[src/rtl/jts16b_mcu_xfer_pkg.sv]
// Shared definitions for the MCU bus-transfer block of the System 16B mapper.
// Holds the transfer FSM encoding and the default bus-grant timeout.
package jts16b_mcu_xfer_pkg;

    typedef enum logic [2:0] {
        ST_IDLE  = 3'd0,
        ST_REQ   = 3'd1,
        ST_GRANT = 3'd2,
        ST_ADDR  = 3'd3,
        ST_ACC   = 3'd4,
        ST_REL   = 3'd5
    } xfer_state_t;

    // Number of cpu_cen ticks to wait for a bus grant before aborting.
    localparam logic [7:0] GRANT_TO_DEF = 8'd255;

endpackage

[src/rtl/jts16b_mcu_xfer.sv]
// jts16b_mcu_xfer
// Takes one-clock read/write requests from the MCU, arbitrates the 68000 bus
// (BR/BG/BGACK), runs a single word access on the shared bus and hands the bus
// back. If the 68000 is halted the arbitration handshake is skipped and the bus
// stays owned by the MCU until the halt is lifted.
//
// Ports
//   clk, rst_n            clock, asynchronous active-low reset
//   cpu_cen               68000 clock enable, paces arbitration and wait states
//   rd_req, wr_req        request strobes (rd_req wins when both are high)
//   req_addr, req_data    word address [23:1] and write data
//   wait_cyc              extra wait states (0-3) for the access
//   halted                68000 held in reset/halt
//   cpu_bgn, cpu_asn      68000 bus grant / address strobe (active low)
//   bus_busy, bus_dout    memory back-end busy flag and read data
//   cpu_brn, cpu_bgackn   bus request / grant acknowledge (active low)
//   bus_mcu               MCU owns the bus (mapper mux select)
//   bus_asn/rnw/dsn       shared-bus strobes
//   bus_addr, bus_din     shared-bus address and write data
//   rd_data               last word read
//   busy, done, err       in progress, completion pulse, grant-timeout pulse
//   st_dbg                current FSM state
//
// Handshake: a request is taken only in IDLE on the clock it is high; busy rises
// on the next clock and drops on the same clock that done or err pulses.
module jts16b_mcu_xfer
    import jts16b_mcu_xfer_pkg::*;
#(
    parameter logic [7:0] GRANT_TO = GRANT_TO_DEF
) (
    input  logic        clk,
    input  logic        rst_n,
    input  logic        cpu_cen,
    input  logic        rd_req,
    input  logic        wr_req,
    input  logic [22:0] req_addr,
    input  logic [15:0] req_data,
    input  logic [1:0]  wait_cyc,
    input  logic        halted,
    input  logic        cpu_bgn,
    input  logic        cpu_asn,
    input  logic        bus_busy,
    input  logic [15:0] bus_dout,
    output logic        cpu_brn,
    output logic        cpu_bgackn,
    output logic        bus_mcu,
    output logic        bus_asn,
    output logic        bus_rnw,
    output logic [1:0]  bus_dsn,
    output logic [22:0] bus_addr,
    output logic [15:0] bus_din,
    output logic [15:0] rd_data,
    output logic        busy,
    output logic        done,
    output logic        err,
    output xfer_state_t st_dbg
);

    xfer_state_t state_q, state_d;
    logic [22:0] addr_q, addr_d;
    logic [15:0] data_q, data_d;
    logic        rnw_q, rnw_d;
    logic        busy_q, busy_d;
    logic        done_q, done_d;
    logic        err_q, err_d;
    logic [7:0]  to_cnt_q, to_cnt_d;
    logic [1:0]  wait_q, wait_d;
    logic        zero_q, zero_d;      // bus_busy was low on the previous clk in ACC
    logic        hold_q, hold_d;      // keep bus after release while halted
    logic [15:0] rd_data_q, rd_data_d;
    logic [22:0] bus_addr_q, bus_addr_d;
    logic [15:0] bus_din_q, bus_din_d;

    logic in_bus;
    logic strobe;
    logic to_hit;

    // Timeout reached on this tick; 9-bit compare so GRANT_TO=0 cannot wrap.
    assign to_hit = ({1'b0, to_cnt_q} + 9'd1) >= {1'b0, GRANT_TO};

    always_ff @(posedge clk or negedge rst_n) begin
        if (!rst_n) begin
            state_q    <= ST_IDLE;
            addr_q     <= '0;
            data_q     <= '0;
            rnw_q      <= 1'b1;
            busy_q     <= 1'b0;
            done_q     <= 1'b0;
            err_q      <= 1'b0;
            to_cnt_q   <= '0;
            wait_q     <= '0;
            zero_q     <= 1'b0;
            hold_q     <= 1'b0;
            rd_data_q  <= '0;
            bus_addr_q <= '0;
            bus_din_q  <= '0;
        end else begin
            state_q    <= state_d;
            addr_q     <= addr_d;
            data_q     <= data_d;
            rnw_q      <= rnw_d;
            busy_q     <= busy_d;
            done_q     <= done_d;
            err_q      <= err_d;
            to_cnt_q   <= to_cnt_d;
            wait_q     <= wait_d;
            zero_q     <= zero_d;
            hold_q     <= hold_d;
            rd_data_q  <= rd_data_d;
            bus_addr_q <= bus_addr_d;
            bus_din_q  <= bus_din_d;
        end
    end

    always_comb begin
        state_d    = state_q;
        addr_d     = addr_q;
        data_d     = data_q;
        rnw_d      = rnw_q;
        busy_d     = busy_q;
        done_d     = 1'b0;
        err_d      = 1'b0;
        to_cnt_d   = to_cnt_q;
        wait_d     = wait_q;
        zero_d     = 1'b0;
        hold_d     = hold_q & halted;
        rd_data_d  = rd_data_q;
        bus_addr_d = bus_addr_q;
        bus_din_d  = bus_din_q;

        case (state_q)
            ST_IDLE: begin
                if (rd_req || wr_req) begin
                    addr_d   = req_addr;
                    data_d   = req_data;
                    rnw_d    = rd_req;
                    busy_d   = 1'b1;
                    to_cnt_d = '0;
                    state_d  = halted ? ST_GRANT : ST_REQ;
                end
            end
            ST_REQ: begin
                // A halted 68000 cannot answer BR, so take the bus directly.
                if (halted) begin
                    state_d = ST_GRANT;
                end else if (cpu_cen) begin
                    if (!cpu_bgn && cpu_asn) begin
                        state_d = ST_GRANT;
                    end else if (to_hit) begin
                        err_d   = 1'b1;
                        busy_d  = 1'b0;
                        state_d = ST_IDLE;
                    end else if (to_cnt_q != 8'hFF) begin
                        to_cnt_d = to_cnt_q + 8'd1;
                    end
                end
            end
            ST_GRANT: begin
                if (cpu_cen) begin
                    wait_d     = wait_cyc;
                    bus_addr_d = addr_q;
                    bus_din_d  = data_q;
                    state_d    = ST_ADDR;
                end
            end
            ST_ADDR: begin
                if (cpu_cen) begin
                    if (wait_q == 2'd0) begin
                        state_d = ST_ACC;
                    end else begin
                        wait_d = wait_q - 2'd1;
                    end
                end
            end
            ST_ACC: begin
                zero_d = !bus_busy;
                if (!bus_busy && zero_q) begin
                    state_d = ST_REL;
                    if (rnw_q) begin
                        rd_data_d = bus_dout;
                    end
                end
            end
            ST_REL: begin
                if (cpu_cen) begin
                    done_d  = 1'b1;
                    busy_d  = 1'b0;
                    hold_d  = halted;
                    state_d = ST_IDLE;
                end
            end
            default: begin
                state_d = ST_IDLE;
            end
        endcase
    end

    assign in_bus = (state_q == ST_GRANT) || (state_q == ST_ADDR) ||
                    (state_q == ST_ACC)   || (state_q == ST_REL);
    assign strobe = (state_q == ST_ADDR) || (state_q == ST_ACC);

    assign cpu_brn    = (state_q != ST_REQ);
    assign cpu_bgackn = !in_bus;
    assign bus_mcu    = in_bus || hold_q;
    assign bus_asn    = !strobe;
    assign bus_rnw    = strobe ? rnw_q : 1'b1;
    assign bus_dsn    = strobe ? 2'b00 : 2'b11;
    assign bus_addr   = bus_addr_q;
    assign bus_din    = bus_din_q;
    assign rd_data    = rd_data_q;
    assign busy       = busy_q;
    assign done       = done_q;
    assign err        = err_q;
    assign st_dbg     = state_q;

endmodule

[config.mk]
export PLATFORM = sky130hd
export DESIGN_NAME = jts16b_mcu_xfer
export DESIGN_NICKNAME = d
export VERILOG_FILES = /design/src/rtl/jts16b_mcu_xfer_pkg.sv /design/src/rtl/jts16b_mcu_xfer.sv
export SDC_FILE = /design/constraint.sdc
export NUM_CORES = 1
export LEC_CHECK = 0
export CAP_MARGIN = 15
export CELL_PAD_IN_SITES_DETAIL_PLACEMENT = 1
export CELL_PAD_IN_SITES_GLOBAL_PLACEMENT = 1
export CORE_MARGIN = 3
export CORE_UTILIZATION = 25
export CTS_CLUSTER_SIZE = 30
export DETAILED_ROUTE_END_ITERATION = 10
export PLACE_DENSITY_LB_ADDON = 0.1
export SYNTH_ARGS = -nofsm -noshare
export SYNTH_HDL_FRONTEND = slang
export SYNTH_SLANG_ARGS = --single-unit
[constraint.sdc]
create_clock -name clk -period 1.9 [get_ports clk]
set_input_delay 0.38 -clock clk [delete_from_list [all_inputs] [get_ports clk]]
set_output_delay 0.38 -clock clk [all_outputs]
set_load 0.02 [all_outputs]
---- Yosys cells after proc, flatten, opt, wreduce, memory -nomap -nowiden ----
Cells that the tools add are included.
operators by class
  $add $sub $neg .......................... 3
  $mul .................................... 0
  div/mod/pow operators ................... 0
  order comparisons ....................... 1
  equal/unequal tests ..................... 22
  shift-type cells ........................ 0
  muxes and demuxes ....................... 42
  bitwise logic cells ..................... 1
  reductions and logical operators ........ 24
operators with widths
  cell                                                                number
  2-to-1 mux 8 bit                                                    6
  2-to-1 mux 3 bit                                                    10
  inequality test 2 bit (second input constant)                       13
  one-hot mux 3 bit (6 select lines)                                  1
  2-to-1 mux 1 bit                                                    17
  one-hot mux 8 bit (2 select lines)                                  1
  AND reduction 7 bit                                                 2
  2-to-1 mux 2 bit                                                    5
  adder 8 x 1 -> 9 bit (second input constant)                        1
  greater-or-equal comparator 9 x 8 -> 1 bit (second input constant)  1
  adder 8 x 1 -> 8 bit (second input constant)                        1
  inequality test 8 bit (second input constant)                       1
  AND reduction 8 bit                                                 1
  equality test 3 x 2 -> 1 bit (second input constant)                2
  equality test 3 bit (second input constant)                         2
  logical OR 1 bit                                                    6
  zero test 1 bit                                                     4
  inequality test 4 bit (second input constant)                       1
  one-hot mux 2 bit (2 select lines)                                  1
  AND reduction 2 bit                                                 2
  AND reduction 4 bit                                                 1
  nonzero test 2 bit                                                  2
  equality test 3 x 1 -> 1 bit (second input constant)                1
  zero test 3 bit                                                     1
  9 further kinds                                                     10
storage, ports and cells
  register bits after elaboration ......... 113
  latch bits .............................. 0
  bits in writable memories ............... 0
  memory bits (read-only) ................. 0
  output and inout bits ................... 68
  word-level logic and storage cells ...... 107
  memories kept ........................... 0

---- Depth between registers and ports, before layout ----
  word-level depth ........................ 7
  depth in mapped cells ................... 8
  gate-level depth less buffers ........... 8

---- Worst setup path after synthesis ----
Ideal clock, no wire load.
  kind .................................... flip-flop to output port
  from .................................... reg state_q[0] (netlist: st_dbg[0])
  to ...................................... out bus_rnw
  data arrival time ....................... 1.929 ns
  setup slack ............................. -0.409 ns
  stages on the path, launching flop included .. 6
  path buffers ............................ 2
  cells stage by stage .................... dfrtp_1 -> buf_4 -> clkbuf_1 -> nand3_1 -> a21boi_0 -> or2_2
between the ends
  longest elaborated chain between the ends .. 3
  elaborated cells between the ends (all ways) .. 4
RTL lines
  element                                                                     RTL line                text
  start, declared                                                             jts16b_mcu_xfer.sv:59   xfer_state_t state_q, state_d;
  start signal, assigned                                                      jts16b_mcu_xfer.sv:98   state_q <= state_d;
  equality test 3 x 2 -> 1 bit / equality test 3 bit (equally long branches)  jts16b_mcu_xfer.sv:200  assign strobe = (state_q == ST_ADDR) || (state_q == ST_ACC);
  logical OR 1 bit (*)                                                        jts16b_mcu_xfer.sv:200
  2-to-1 mux 1 bit (*)                                                        jts16b_mcu_xfer.sv:206  assign bus_rnw = strobe ? rnw_q : 1'b1;
  end, declared                                                               jts16b_mcu_xfer.sv:48   output logic bus_rnw,
Every way passes the cells marked *; elsewhere a longest branch is shown, timed or not.

---- Worst setup path after layout ----
  from .................................... reg state_q[2] (netlist: st_dbg[2])
  to ...................................... out cpu_brn
between the ends
  longest elaborated chain between the ends .. 1
RTL lines
  element                         RTL line                text
  inequality test 3 x 1 -> 1 bit  jts16b_mcu_xfer.sv:202  assign cpu_brn = (state_q != ST_REQ);
  end, declared                   jts16b_mcu_xfer.sv:44   output logic cpu_brn,
Every way passes these cells.

==> impl_metrics.env <==
export IMPL_tns_ns=-0.348
export IMPL_path_max_fanout=5
export IMPL_p_clk_share_pct=28.7
export IMPL_r2r_cells=6
export IMPL_synth_warnings=0
export IMPL_syn_inst=425
export IMPL_hold_worst_slack_ns=0.442
export IMPL_htreeDepth=4
export IMPL_reg2reg_from="st_dbg[2]"
export IMPL_min_path_type="in2async"
export IMPL_wl_um=13800
export IMPL_pwr_share_seq_pct=32.7
export IMPL_avgRoutedWirePerCell_um=16.4
export IMPL_clk_pin_slew_ns=0.06
export IMPL_gr_total_overflow=0
export IMPL_nets=671
export IMPL_seq_area_frac_synth_pct=60.2
export IMPL_layout_drive_gt1_share_pct=28.8
export IMPL_place_ws_ns=-0.309
export IMPL_crit_family="flip-flops"
export IMPL_grt_pass1_wl_um=22200
export IMPL_clockBufferDepth=2
export IMPL_violations="setup timing"
export IMPL_dp_cells=807
export IMPL_status="complete, but fails checks"
export IMPL_io_buffer_count=133
export IMPL_viasPerCell=4.49
export IMPL_drt_iter0_markers=103
export IMPL_antenna_diode_count=0
export IMPL_yosysUniqueCellTypes=46
export IMPL_ir_worst_vdd_mv=0.624
export IMPL_die_x_um=143
export IMPL_synth_edf_count=0
export IMPL_design_core_area_um2=18200
export IMPL_syn_avg_cell_area_um2=11.1
export IMPL_p_sw_mw=4.02
export IMPL_synth_top_flop_cell="dfrtp_1"
export IMPL_min_period_over_period_pct=103
export IMPL_worst_setup_path_start_kind="flop"
export IMPL_power_leakage_nw=3.42
export IMPL_drv_slew=0
export IMPL_layoutNonFillerInstCount=844
export IMPL_track_usage_pct=13.9
export IMPL_io_pin_count=134
export IMPL_final_area_um2=7430
export IMPL_p_int_mw=7.78
export IMPL_initial_core_util_pct=25.8
export IMPL_placed_area_um2=6650
export IMPL_hpwlAfterDp_um=9670
export IMPL_routabilityCongestion=0.814
export IMPL_relSlewSlack_pct=75.0
export IMPL_ys_seq_elements=113
export IMPL_worst_path_buf_inv=2
export IMPL_power_density_nw_per_um2=1590
export IMPL_utilization_pct=40.8
export IMPL_setup_viol=11
export IMPL_timing_rr_end="to_cnt_q[3]"
export IMPL_reg2reg_slack_ns=-0.06
export IMPL_synth_nets=494
export IMPL_cp_cell_sequence="or3b_4 -> buf_4 -> buf_4"
export IMPL_dieArea_um2=20500
export IMPL_final_cell_mix="nand2_1 (125), clkdlybuf4s50_1 (122), dfrtp_1 (107)"
export IMPL_max_clock_freq_mhz=509
export IMPL_combPwrFrac_pct=38.6
export IMPL_fin_ws_ns=-0.0642
export IMPL_clock_sink_count=113
export IMPL_max_cap_viol_count=0
export IMPL_grt_pass1_vias=4288
export IMPL_cpMostUsedCell="buf_4"
export IMPL_grt_max_degree=57
export IMPL_final_common_cell="nand2_1"
export IMPL_drtPass1Iterations=4
export IMPL_die_y_um=143
export IMPL_root_buffer="clkbuf_16"
export IMPL_sw_frac_of_total_pct=34.1
export IMPL_netlist_area_um2=4700
export IMPL_slowest_stage="dfrtp_2"
export IMPL_slowest_delay_ns=0.42
export IMPL_arrival_ns=1.58
export IMPL_route_vias_total=3787
export IMPL_async_reset_ff_share_pct=100
export IMPL_worstSetupEndpointType="primary output"
export IMPL_critPathRequiredTime_ns=1.52
export IMPL_worstMarginPinSlew_ns=0.375
export IMPL_n_fill_cell=1960
export IMPL_layout_min_cycle_time_ns=1.96
export IMPL_finalPower_mw=11.8
export IMPL_hold_viol=0
export IMPL_antenna_found_initial=0
export IMPL_rsz0062_at_grt="true"
export IMPL_cts_tree="yes"
export IMPL_criticalPathCategory="reg2out"
export IMPL_worst_clock_skew_ns=0.0111
export IMPL_route_detailed_drc=0
export IMPL_clk_latency_ns=0.41
export IMPL_area_growth_pct=58.0
export IMPL_cts_buffers=17
export IMPL_rows=49
export IMPL_ant_nets=0
per-layer routing:
layer | routed length [um] | vias up | track usage, %
met3 | 807 | 14 | 4.52
met5 | 0 | - | 0
met1 | 6200 | 1891 | 17.4
li1 | - | 1779 | -
met4 | 179 | 0 | 4.90
met2 | 6630 | 103 | 22.6
worst max path at each step:
stage | startpoint | to | slack [ns] | cells after the start
after floorplan | st_dbg[0] | to_cnt_q[3] | -0.24 | 8
after global routing | st_dbg[2] | to_cnt_q[3] | -0.17 | 6
final | st_dbg[2] | cpu_brn | -0.06 | 3
after detailed placement | cpu_asn | to_cnt_q[6] | -0.31 | 7
after CTS | st_dbg[1] | cpu_brn | -0.10 | 3
after global placement | cpu_asn | to_cnt_q[3] | -0.20 | 7
sequential cells by signal, summed over array words and instances (netlist names):
name / cells
zero_q: 1
done: 1
bus_addr: 23
bus_din: 16
hold_q: 1
err: 1
st_dbg: 3
rnw_q: 1
data_q: 16
to_cnt_q: 8
rd_data: 16
wait_q: 2
addr_q: 23
busy: 1
Yosys cell counts (5+ instances only):
| master | number | area [um2] |
|---|---|---|
| clkbuf_1 | 13 | 48.8 |
| nor2b_1 | 5 | 31.3 |
| nor2_1 | 15 | 56.3 |
| mux2_2 | 55 | 619 |
| inv_1 | 9 | 33.8 |
| a21oi_1 | 10 | 50.1 |
| nand2_1 | 125 | 469 |
| o21ai_0 | 7 | 35.0 |
| nand3_1 | 8 | 40.0 |
| dfrtp_1 | 112 | 2800 |
| buf_2 | 5 | 25.0 |
power groups by stage:
stage               clock network (mW)  registers [mW]  logic (mW)
global route                      3.62            4.00        5.00
floorplan                            0            4.26        1.89
CTS                               3.50            3.88        4.56
detailed placement                   0            3.88        4.52
global placement                     0            3.82        4.41
finish                            3.39            3.85        4.56
cells by family (layout without fill, tap and decap cells):
| group | after synthesis | count (layout) | synth area share [%] |
|---|---|---|---|
| AND/OR/NAND/NOR | 173 | 173 | 15.8 |
| multiplexers | 58 | 58 | 13.8 |
| buffers and inverters | 33 | 223 | 3.01 |
| flip-flops | 113 | 113 | 60.2 |
| AO/OA/AOI/OAI | 44 | 44 | 6.20 |
| XOR/XNOR | 1 | 1 | 0.186 |
| adder cells (fa/ha/maj) | 3 | 3 | 0.798 |
worst reg2reg max path, stage by stage, from the launching register on:
cell and delay (ns):
dfrtp_2 0.42, or3b_4 0.42, nor4b_4 0.29, nand2_1 0.09, a21o_1 0.16, or3_1 0.32
mux2i_1 0.13
layout make-up:
| cell class | count | area, um2 | share of cell area, % |
|---|---|---|---|
| Multi-Input combinational cell | 279 | 1900 | 25.6 |
| Clock inverter | 13 | 184 | 2.48 |
| Timing Repair Buffer | 182 | 1740 | 23.5 |
| Inverter | 9 | 33.8 | 0.455 |
| Sequential cell | 113 | 2840 | 38.2 |
| Tap cell | 229 | 287 | 3.86 |
| Clock buffer | 19 | 443 | 5.96 |
what timing repair did:
action                                 CTS  global route
pin swaps                                6             1
setup buffers                            1             3
hold buffers                             1             0
setup endpoints to repair               24            61
resized for setup                       54            12
endpoints found under the hold margin   20             0
cloned                                   0             0
(Power assumes the default switching activity.)
